### config.mk
export PLATFORM = sky130hd
export DESIGN_NAME = regfile
export DESIGN_NICKNAME = d
export VERILOG_FILES = /design/src/rtl/regfile_pkg.sv /design/src/rtl/regfile.sv
export SDC_FILE = /design/constraint.sdc
export NUM_CORES = 1
export LEC_CHECK = 0
export BUFFER_PORTS_ARGS = -buffer_cell sky130_fd_sc_hd__buf_2
export CAP_MARGIN = 5
export CORE_ASPECT_RATIO = 1.25
export CORE_MARGIN = 8
export CORE_UTILIZATION = 50
export CTS_CLUSTER_SIZE = 30
export DETAILED_ROUTE_END_ITERATION = 8
export GPL_TIMING_DRIVEN = 0
export PLACE_DENSITY = 0.67
export SLEW_MARGIN = 20
export SYNTH_ARGS = -nofsm -noshare
export SYNTH_HDL_FRONTEND = slang
export SYNTH_SLANG_ARGS = --single-unit
### constraint.sdc
create_clock -name clk2 -period 2.05 [get_ports clk2]
set_input_delay 0.205 -clock clk2 [delete_from_list [all_inputs] [get_ports clk2]]
set_output_delay 0.205 -clock clk2 [all_outputs]
set_load 0.005 [all_outputs]
### src/rtl/regfile_pkg.sv
// Shared configuration for the register file: default geometry and the data word type.
package regfile_pkg;

  localparam int unsigned RF_ADDR_W = 6;
  localparam int unsigned RF_DEPTH  = 1 << RF_ADDR_W;
  localparam int unsigned RF_WIDTH  = 16;

  typedef logic signed [RF_WIDTH-1:0] rf_word_t;

endpackage

### src/rtl/regfile.sv
// Flop-based register file: one write port and one registered read port (1-cycle latency).
// Asynchronous active-low reset clears every entry and the read register.
module regfile
  import regfile_pkg::*;
#(
  parameter int unsigned DEPTH  = RF_DEPTH,
  parameter int unsigned WIDTH  = RF_WIDTH,
  parameter int unsigned ADDR_W = RF_ADDR_W
) (
  input  logic                    clk2,
  input  logic                    rstn,
  input  logic                    wen,
  input  logic [ADDR_W-1:0]       waddr,
  input  logic signed [WIDTH-1:0] din,
  input  logic                    ren,
  input  logic [ADDR_W-1:0]       raddr,
  output logic signed [WIDTH-1:0] dout
);

  logic signed [WIDTH-1:0] r_mem [DEPTH];
  logic signed [WIDTH-1:0] r_dout;
  logic signed [WIDTH-1:0] w_rdata;
  logic [DEPTH-1:0]        w_we;

  always_comb begin
    w_we = '0;
    if (wen) begin
      w_we[waddr] = 1'b1;
    end
  end

  // Each entry is its own flop bank so reset can clear all of them asynchronously.
  for (genvar g = 0; g < DEPTH; g++) begin : g_entry
    always_ff @(posedge clk2 or negedge rstn) begin
      if (!rstn) begin
        r_mem[g] <= '0;
      end else if (w_we[g]) begin
        r_mem[g] <= din;
      end
    end
  end

  // Read samples the pre-edge array, so a same-address write returns the old word.
  assign w_rdata = r_mem[raddr];

  always_ff @(posedge clk2 or negedge rstn) begin
    if (!rstn) begin
      r_dout <= '0;
    end else if (ren) begin
      r_dout <= w_rdata;
    end
  end

  assign dout = r_dout;

endmodule

# --- Yosys cells after proc, flatten, opt, wreduce, memory -nomap -nowiden ---
# Index checks and enable logic that the tools add are counted.
op_classes:
  n_mux: 6
  reduce_logical: 1
  order_cmp: 3
  bitwise_logic: 1
op_table:
  columns: ["cell", "n"]
  rows:
  - ["$bmux W16 S6", 1]
  - ["$mux W64", 1]
  - ["$mux W16", 2]
  - ["$ge A7 B7 Y1 const B", 1]
  - ["$lt A6 B7 Y1 const B", 1]
  - ["$not A6 Y7", 1]
  - ["$demux W1 S6", 1]
  - ["$ge A6 B1 Y1 const B", 1]
  - ["$logic_and A1 B1 Y1", 1]
  - ["$mux W1", 1]
word_totals:
  reg_bits: 1040
  out_inout_bits: 16
  word_cells: 76
  inputBits: 32

# --- Longest topological paths before layout ---
# Gate-level depths: netlist of the first run.
depth:
  depth_word: 5
  depth_mapped: 9
  mapped_depth_nobuf: 5

# --- Worst setup path before layout of the first run ---
# Ideal clock, no wire load.
synth_path:
  path_type: "in2reg"
  start: "input raddr[5]"
  end: "register r_dout[10], in the netlist dout[10]"
  required_time_ps: 1908
  slack_ps: 192
  n_path_buf: 2
  setup_ps: 142
  stages: 7
  t_arrival_ps: 1715
  path_cell_list: "buf_2 > clkbuf_1 > mux4_2 > a22oi_1 > nor2_1 > o41ai_1 > o311ai_1"
synth_between:
  elab_chain_len: 4
synth_lines:
  columns: ["item", "line", "source"]
  rows:
  - ["start: declaration", "regfile.sv:16", "input logic [ADDR_W-1:0] raddr,"]
  - ["$not A6 Y7 (not written as such)", "regfile.sv:44", "assign w_rdata = r_mem[raddr];"]
  - ["$bmux W16 S6", "regfile.sv:44", null]
  - ["$mux W16 (not written as such) (2 in a row)", "regfile.sv:44", null]
  - ["end signal: assignment", "regfile.sv:50", "r_dout <= w_rdata;"]
  - ["end: declaration", "regfile.sv:21", "logic signed [WIDTH-1:0] r_dout;"]
# Every way passes these cells. The select of a mux whose other input is x is not followed.
# A chain may end at the register's enable or synchronous reset.

# --- Worst setup path in the final report of the first run ---
layout_path:
  start: "input raddr[2]"
  end: "register r_dout[5], in the netlist dout[5]"
# Same word-level chain as after synthesis.

==> reports/qor.yml, run 1 <==
final_layout:
  fin_cells: 4688
  postLayoutCellArea_um2: 54000
  fin_nets: 3348
  syn_to_final_growth_pct: 12.4
  drive_above_1_share_pct: 48.9
floorplanning:
  core_um2: 95700
  row_count: 127
  die_w_um: 293
  fp.dieH_um: 363
  io_pins: 48
  start_util_pct: 50.2
  die-area_um2: 106000
global_routing:
  grt_max_degree: 135
  grt_pass1_vias: 32200
  grt_overflow: 0
  antenna_found_initial: 7
  track_usage_pct: 29.3
  grt_pass1_wl_mm: 226
setup_path:
  critPathRequiredTime_ns: 2.59
  reg2reg_setup_slack_ns: -0.005
  crit_path_end_kind: "flop"
  crit_buf_inv: 5
  worst_path_most_repeated_cell: "buf_6"
  crit_slowest_cell: "o41ai_1"
  worstPathArrival_ns: 2.60
  cp-start-kind: "input port"
  max_stage_delay_ns: 0.42
  critical-path-top-delay-family: "buffers and inverters"
  r2r_start: "r_mem[49]"
  critPathKind: "in -> reg"
  critPathMaxFanout: 10
  crit_chain: "buf_2, buf_6, buf_6, buf_6, buf_6, mux2i_1, o221ai_1, o41ai_1, o311ai_1"
  cp-startpoint: "raddr[2]"
timing:
  period_needed_ns: 2.05
  tightestPinTransition_ns: 1.18
  clock_skew_ns: 0.0261
  setup_viol: 2
  relSlewSlack_pct: 21.2
  rsz0062_at_grt: "no"
  hold_viol_final: 213
  fin_ws_ns: -0.00498
  fmax_ghz: 0.487
  slew_viol_final: 0
  fin_tns_setup_ns: -0.00802
  period_share_pct: 100
  holdWs_ns: -0.505
route:
  drc: 0
  routed_wl_mm: 156
  drt_pass1_iterations: 5
  wire_per_inst_um: 33.3
  vias_per_cell: 6.32
  vias: 29600
  drt_iter0_markers: 2402
  postRouteAntennaNets: 0
synth:
  syn_area_per_cell_um2: 15.2
  netlist.area_leader.share_pct: 54.2
  synth_cells: 3170
  synth.area.top_cells: "dfrtp_1, mux2_2, mux4_2, mux2i_1, mux2_1"
  ys_warn_count: 0
  syn_area_um2: 48000
  synth_seq_area_share_pct: 54.2
  synth_edf_count: 0
  yosysMostFrequentCell: "mux2_2"
  netlist.top_cell.by_area: "dfrtp_1"
  ys_seq_elements: 1040
  synth_cell_types: 49
  synthArstFlopShare_pct: 100
  synth_ff_type: "dfrtp_1"
  ys_top_cells_by_count: "mux2_2, dfrtp_1, mux4_2"
  syn-num-nets: 3202
status:
  violations: "negative hold slack, negative setup slack"
  outcome: "finished, violations left"
power_and_ir_drop:
  p_leak_nw: 25.1
  p_sw_w: 0.0133
  pwr-share-clk_pct: 39.0
  p_seq_share_pct: 47.1
  p_sw_share_pct: 25.3
  p_int_w: 0.0392
  pwr-share-comb_pct: 13.9
  vdd_drop_max_mv: 0.690
  power_density_nw_per_um2: 972
clock_network:
  htreeDepth: 3
  tritoncts: "yes"
  cts_root_buffer: "clkbuf_16"
  cts_buffer_depth: 3
  cts_num_sinks: 1040
  clkLatencyLatePin_ns: 0.69
  numCtsBuffers: 103
  path_clk_slew_ns: 0.06
job:
  cap_violations: 0
placed_design:
  place_congestion: 0.944
  dp.cells: 4494
  hpwlAfterDp_mm: 116
  dpl_cell_area_um2: 50000
  port_buffers: 26
min_path:
  hold_class: "in -> async"
==> registers in the layout, summed over array words and instances, names as in the netlist <==
register / count
dout: 16
r_mem: 1024
==> metrics by stage <==
| stage | total power (W) | utilization (%) | setup slack [ns] |
|---|---|---|---|
| 2_1_floorplan | 0.0293 | - | 0.192 |
| 3_3_place_gp | 0.0317 | 52.0 | -20.23 |
| 3_5_place_dp | 0.0322 | 52.3 | -1.43 |
| 4_1_cts | 0.0526 | 56.3 | 0.00260 |
| 5_1_grt | 0.0541 | 56.4 | 0.00703 |
| 6_report | 0.0525 | 56.4 | -0.00498 |
==> power by group through the flow <==
stage               combinational, W  clock, W  sequential [W]
finish                       0.00727    0.0205          0.0247
detailed placement           0.00717         0          0.0250
global placement             0.00683         0          0.0248
global route                 0.00769    0.0215          0.0250
floorplan                    0.00482         0          0.0244
CTS                          0.00727    0.0207          0.0247
==> worst paths after layout <==
path                               endpoint  cells after the start
worst max register to register      dout[1]                      5
worst min-delay path               r_mem[3]                      2
min in group clk2                r_mem[396]                      2
worst max-delay path                dout[5]                      9
worst min register to register   r_mem[197]                      1
max in group asynchronous       r_mem[1019]                      7
==> worst register-to-register path, delay by kind of cell (launching register included) <==
kind | cells | cell delay [ns]
compound gates | 3 | 0.82
flops | 1 | 0.38
mux | 2 | 0.72
==> cells by family after synthesis <==
family | count (synthesis) | synth area share, %
flip-flops | 1040 | 54.2
AO/OA/AOI/OAI | 240 | 3.56
AND/OR/NAND/NOR | 163 | 2.15
multiplexers | 1392 | 36.6
buffers and inverters | 335 | 3.51
==> final cells by class <==
cell class,count,area (µm²)
antenna,3,7.51
buffer,301,1640
clock buffer,146,3030
clock inverter,38,602
fill,7546,41700
inverter,34,128
multi-input combinational,1795,20400
sequential,1040,26000
tap,1290,1610
timing repair buffer,41,546
==> layout by cell type, fill, tap and decap left out, drive strengths merged, types with 4 or more instances in the layout <==
cell type  count
mux2        1120
dfrtp       1040
clkbuf       286
buf          199
mux4         176
mux2i         96
a22oi         80
nor2          66
nand2         57
o22ai         48
inv           36
o21ai         32
clkinv        20
a21oi         16
o31a          16
o311ai        16
bufinv        16
o221ai        16
o41ai         16
nor2b          5
nand3          5
and3           4
==> per-layer routing <==
metal / up-vias / share of wire (%) / track usage, % / routed length, µm
met5: - / 0.026 / 0 / 40
met4: 6 / 8.0 / 20.2 / 12500
met1: 16000 / 38 / 35.5 / 59200
li1: 12000 / - / - / -
met2: 1186 / 49 / 48.4 / 75800
met3: 410 / 5.4 / 4.13 / 8430
==> repair_timing <==
action	CTS	global route
hold buffers	1	1
buffers inserted	0	1
resized for setup	26	27
pin swaps	2	5
endpoints found under the hold margin	275	83
setup endpoints to repair	414	81
cloned	4	0
(Power assumes the default switching activity.)
==> inputs of run 2 (changes only) <==
CORE_UTILIZATION = 40   (was 50)
PLACE_DENSITY = 0.57   (was 0.67)
==> reports/qor.yml, run 2 (synthesis gave the netlist of run 1 again) <==
clock_network:
  cts_root_buffer: "clkbuf_16"
  tritoncts: "yes"
  htreeDepth: 3  # unchanged
  cts_buffer_depth: 3  # unchanged
  clkLatencyLatePin_ns: 0.73  # +0.04 ns
  path_clk_slew_ns: 0.06  # about the same
  numCtsBuffers: 107  # +3.9%
  cts_num_sinks: 1040  # unchanged
final_layout:
  syn_to_final_growth_pct: 13.3
  fin_nets: 3356  # +0.24%
  multi_input_area_um2: 20400  # about the same
  layout_commonest_cell: "mux2_2"
  top_register: "r_mem"
  area.sequential_um2: 26000  # unchanged
  largest_reg_flops: 1024  # unchanged
  fillers: 10600  # +41%
  final_cell_mix: "mux2_2, dfrtp_1, mux4_2"
  drive_above_1_share_pct: 49.2  # +0.34 points
  fin_cells: 4997  # +6.6%
setup_path:
  r2r_start: "r_mem[184]"
  reg2reg_setup_slack_ns: 0.04  # +0.04 ns
  worstPathArrival_ns: 2.67  # +0.07 ns
  critPathRequiredTime_ns: 2.61  # +0.02 ns
  critPathKind: "in -> reg"
  critPathMaxFanout: 10  # unchanged
  r2r-end: "dout[8]"
  crit_path_end_kind: "flop"
  cp-start-kind: "input port"
  rr_worst_depth: 4  # -1
global_routing:
  grt_busiest_layer: "met2"
  use_met3_pct: 3.15  # -0.98 points
  grt_use_met2_pct: 41.5  # -6.9 points
  track_usage_pct: 24.5  # -4.8 points
  grt_overflow: 0  # unchanged
  antenna_found_initial: 7  # unchanged
  grt_pass1_vias: 30500  # -5.2%
  use_met1_pct: 31.7  # -3.8 points
  grt_pass1_wl_mm: 232  # +2.7%
  grt_max_degree: 130  # -3.7%
route:
  drt_pass1_iterations: 6  # +1
  vias_per_cell: 5.83  # -7.8%
  routed_wl_mm: 164  # +5.0%
  drt_iter0_markers: 2227  # -7.3%
  wire_per_inst_um: 32.8  # -1.5%
  vias: 29100  # -1.8%
  postRouteAntennaNets: 0  # unchanged
  drc: 0  # unchanged
placed_design:
  hpwlAfterDp_mm: 119  # +2.6%
  dp_slack_ns: -1.18  # +0.251 ns
  place_congestion: 0.920  # -2.5%
  dp.cells: 4789  # +6.6%
  port_buffers: 26  # unchanged
power_and_ir_drop:
  p_leak_nw: 25.2  # about the same
  power_density_nw_per_um2: 959  # -1.3%
  vdd_drop_max_mv: 0.697  # +1.1%
timing:
  clock_skew_ns: 0.0306  # +0.00453 ns
  period_needed_ns: 2.11  # +0.0580 ns
  hold_viol_final: 197  # -7.5%
  holdWs_ns: -0.531  # -0.0259 ns
  period_share_pct: 103  # +2.8 points
  relSlewSlack_pct: 19.8  # -1.4 points
  setup_viol: 5  # +3
  tightestPinTransition_ns: 1.20  # +0.0216 ns
  fmax_ghz: 0.473  # -2.7%
  fin_ws_ns: -0.0630  # -0.0580 ns
  slew_viol_final: 0  # unchanged
floorplanning:
  die_w_um: 326  # +11%
  io_pins: 48  # unchanged
  die-area_um2: 131000  # +24%
  core_um2: 120000  # +25%
  start_util_pct: 40.2  # -10 points
  row_count: 142  # +12%
  fp.dieH_um: 403  # +11%
status:
  outcome: "finished, violations left"
  violations: "negative hold slack, negative setup slack"
min_path:
  hold_class: "in -> async"
job:
  cap_violations: 0  # unchanged
## run 2: cell types whose count changed in the layout (fill, tap and decap cells not counted), sizes merged, moves of 2 or more
cell         delta
inv             +2
dlygate4sd3     +2
clkbuf         +13
buf             +4
clkinvlp        +4
bufinv         -11
## run 2: worst max path at each step
stage	depth (start not counted)	slack, ns	endpoint	start
3_5_place_dp	6	-1.18	r_mem[9]	rstn
5_1_grt	8	-0.03	dout[11]	raddr[0]
2_1_floorplan	7	0.19	dout[10]	raddr[5]
3_3_place_gp	1	-23.06	r_mem[73]	rstn
6_report	7	-0.06	dout[8]	raddr[4]
4_1_cts	9	-0.04	dout[13]	raddr[2]
## run 2: repair_timing
item / CTS / global route
endpoints found under the hold margin: 350 / 201
gates resized for setup: 40 / 23
buffers inserted: 0 / 0
endpoints found under the setup margin: 132 / 157
cloned: 2 / 2
hold buffers: 1 / 5
## run 2: cell type report
| class | count | area share, % |
|---|---|---|
| multi-input cells | 1795 | 37.5 |
| plain buffers | 301 | 3.03 |
| repair buffers | 45 | 1.17 |
| inverters | 34 | 0.235 |
| flip-flops and latches | 1040 | 47.8 |
| diodes | 3 | 0.0138 |
| clock buffers | 161 | 5.96 |
| well taps | 1584 | 3.64 |
| clock inverters | 34 | 0.644 |
## run 2: critical path, stage by stage
cell,delay (ns)
buf_2,0.11
buf_2,0.28
clkbuf_1,0.74
mux4_2,0.41
a22oi_1,0.36
o31a_1,0.42
o311ai_1,0.13
## run 2: power by group
group / switching (W) / internal, W / total (W) / leakage [nW]
sequential: 0.00138 / 0.0232 / 0.0246 / 13.8
combinational: 0.00367 / 0.00372 / 0.00739 / 9.55
clock: 0.00865 / 0.0115 / 0.0202 / 1.78
## run 2: metrics by stage
step	setup TNS [ns]	utilization [%]	power, W	area, µm²
final	-0.166	45.5	0.0522	54400
after global routing	-0.0282	45.5	0.0540	54400
after CTS	-0.0403	45.3	0.0524	54200
after detailed placement	-541.40	42.2	0.0323	50400
after global placement	-	41.9	0.0320	50100
after floorplan	0	-	0.0293	48000
## run 2: metal layers
metal / vias to the layer above / share of wire (%)
met5: - / 0.021
met2: 792 / 49
met1: 16000 / 41
met4: 6 / 5.0
li1: 12000 / -
met3: 279 / 4.4
==> inputs of run 3 (changes only) <==
RECOVER_POWER = 100   (was not set)
==> reports/qor.yml, run 3 (synthesis gave the netlist of run 1 again) <==
setup_path:
  worst_path_most_repeated_cell: "buf_2"
  crit_buf_inv: 3  # unchanged
  critPathKind: "in -> reg"
  worstPathArrival_ns: 2.70  # +0.03 ns
  crit_slowest_cell: "clkbuf_1"
  cp-start-kind: "input port"
  critical-path-top-delay-family: "buffers and inverters"
  crit_chain: "buf_2, buf_2, clkbuf_1, mux4_2, a22oi_1, o31a_1, o311ai_1"
  crit_path_end_kind: "flop"
  critPathRequiredTime_ns: 2.60  # about the same
  critPathMaxFanout: 10  # unchanged
  max_stage_delay_ns: 0.76  # +0.02 ns
floorplanning:
  core_um2: 120000  # unchanged
  start_util_pct: 40.2  # unchanged
  die-area_um2: 131000  # unchanged
  fp.dieH_um: 403  # unchanged
  row_count: 142  # unchanged
  io_pins: 48  # unchanged
  die_w_um: 326  # unchanged
min_path:
  hold_class: "in -> async"
timing:
  relSlewSlack_pct: -9.34  # -29 points
  clock_skew_ns: 0.0319  # +0.00128 ns
  period_share_pct: 105  # +1.8 points
  setup_viol: 5  # unchanged
  hold_viol_final: 140  # -29%
  slew_viol_final: 58  # +58
  fin_ws_ns: -0.0994  # -0.0365 ns
  fmax_ghz: 0.465  # -1.7%
  holdWs_ns: -0.541  # -0.00999 ns
  tightestPinTransition_ns: 1.64  # +0.436 ns
  period_needed_ns: 2.15  # +0.0365 ns
clock_network:
  cts_buffer_depth: 3  # unchanged
  numCtsBuffers: 107  # unchanged
  tritoncts: "yes"
  cts_num_sinks: 1040  # unchanged
  cts_root_buffer: "clkbuf_16"
  htreeDepth: 3  # unchanged
  path_clk_slew_ns: 0.06  # about the same
  clkLatencyLatePin_ns: 0.72  # about the same
power_and_ir_drop:
  total_power_w: 0.0521  # -0.13%
  power_density_nw_per_um2: 964  # +0.54%
  vdd_drop_max_mv: 0.698  # +0.20%
  p_leak_nw: 25.0  # -0.59%
final_layout:
  top_register: "r_mem"
  syn_to_final_growth_pct: 12.5
  final_cell_mix: "mux2_2, dfrtp_1, mux4_2"
  largest_reg_flops: 1024  # unchanged
  postLayoutCellArea_um2: 54000  # -0.67%
  layout_commonest_cell: "mux2_2"
  fin_nets: 3356  # unchanged
  drive_above_1_share_pct: 47.5  # -1.7 points
  fin_cells: 4996  # -0.020%
global_routing:
  track_usage_pct: 24.5  # unchanged
  grt_pass1_wl_mm: 232  # unchanged
  grt_overflow: 0  # unchanged
  grt_pass1_vias: 30500  # unchanged
  antenna_found_initial: 6  # -1
  grt_max_degree: 130  # unchanged
placed_design:
  place_congestion: 0.920  # unchanged
  dp.cells: 4789  # unchanged
  port_buffers: 26  # unchanged
  dpl_cell_area_um2: 50400  # unchanged
  hpwlAfterDp_mm: 119  # unchanged
route:
  routed_wl_mm: 164  # about the same
  drt_iter0_markers: 2345  # +5.3%
  vias_per_cell: 5.83  # about the same
  vias: 29100  # +0.027%
  wire_per_inst_um: 32.8  # about the same
  drt_pass1_iterations: 5  # -1
  postRouteAntennaNets: 0  # unchanged
  drc: 0  # unchanged
status:
  violations: "negative hold slack, max-capacitance violations, max-slew violations, negative setup slack"
  outcome: "finished, violations left"
job:
  cap_violations: 1  # +1
-- run 3: cell types whose count changed in the layout (fill, tap and decap cells not counted), sizes merged --
cell	before	now
bufbuf	2	0
diode	3	2
clkbuf	299	384
buf	203	120
-- run 3: final cells by class --
type / instances / area (µm²)
multi-input combinational: 1795 / 20200
fill: 10700 / 65500
tap: 1584 / 1980
clock buffer: 161 / 3240
sequential: 1040 / 26000
inverter: 34 / 128
antenna: 2 / 5.00
timing repair buffer: 45 / 463
buffer: 301 / 1620
clock inverter: 34 / 350
-- run 3: final timing paths --
check / start / cells past startpoint / to / slack [ns]
setup / recovery: raddr[4] / 7 / dout[8] / -0.1
hold / removal: rstn / 2 / r_mem[993] / -0.54
setup reg to reg: r_mem[264] / 5 / dout[8] / 0.03
hold reg to reg: r_mem[56] / 1 / r_mem[56] / 0.49
max in group asynchronous: rstn / 5 / r_mem[923] / 0.41
min in group clk2: din[12] / 2 / r_mem[412] / 0.09
-- run 3: routing by layer --
metal	vias to the layer above	part of all wire [%]	wire, µm	GRT usage [%]
met5	-	0.021	35	0
met4	6	5.2	8590	10.6
met3	294	4.2	6930	3.15
met2	819	49	80400	41.5
met1	16000	41	67800	31.7
li1	12000	-	-	-
-- run 3: repair_timing --
| action | in CTS | in global routing |
|---|---|---|
| hold buffers | 1 | 5 |
| endpoints found under the setup margin | 132 | 157 |
| hold endpoints to repair | 350 | 201 |
| gates resized for setup | 40 | 23 |
| pin swaps | 0 | 0 |
| buffers inserted | 0 | 0 |
| cloned | 2 | 2 |
-- run 3: stage by stage --
step                hold WS (ns)  utilization (%)  TNS, ns  setup slack, ns
floorplan                -0.0906                -        0            0.192
global placement           0.466             41.9        -           -23.06
detailed placement         0.136             42.2  -541.40            -1.18
CTS                       -0.555             45.3  -0.0403          -0.0403
global route              -0.537             45.2  -0.0360          -0.0347
finish                    -0.541             45.2   -0.227          -0.0994
-- run 3: power by group --
part           switching [W]  leakage (nW)  internal (W)  total (W)
clock network        0.00865          1.78        0.0115     0.0202
logic                0.00364          9.41       0.00367    0.00731
registers            0.00138          13.8        0.0232     0.0246
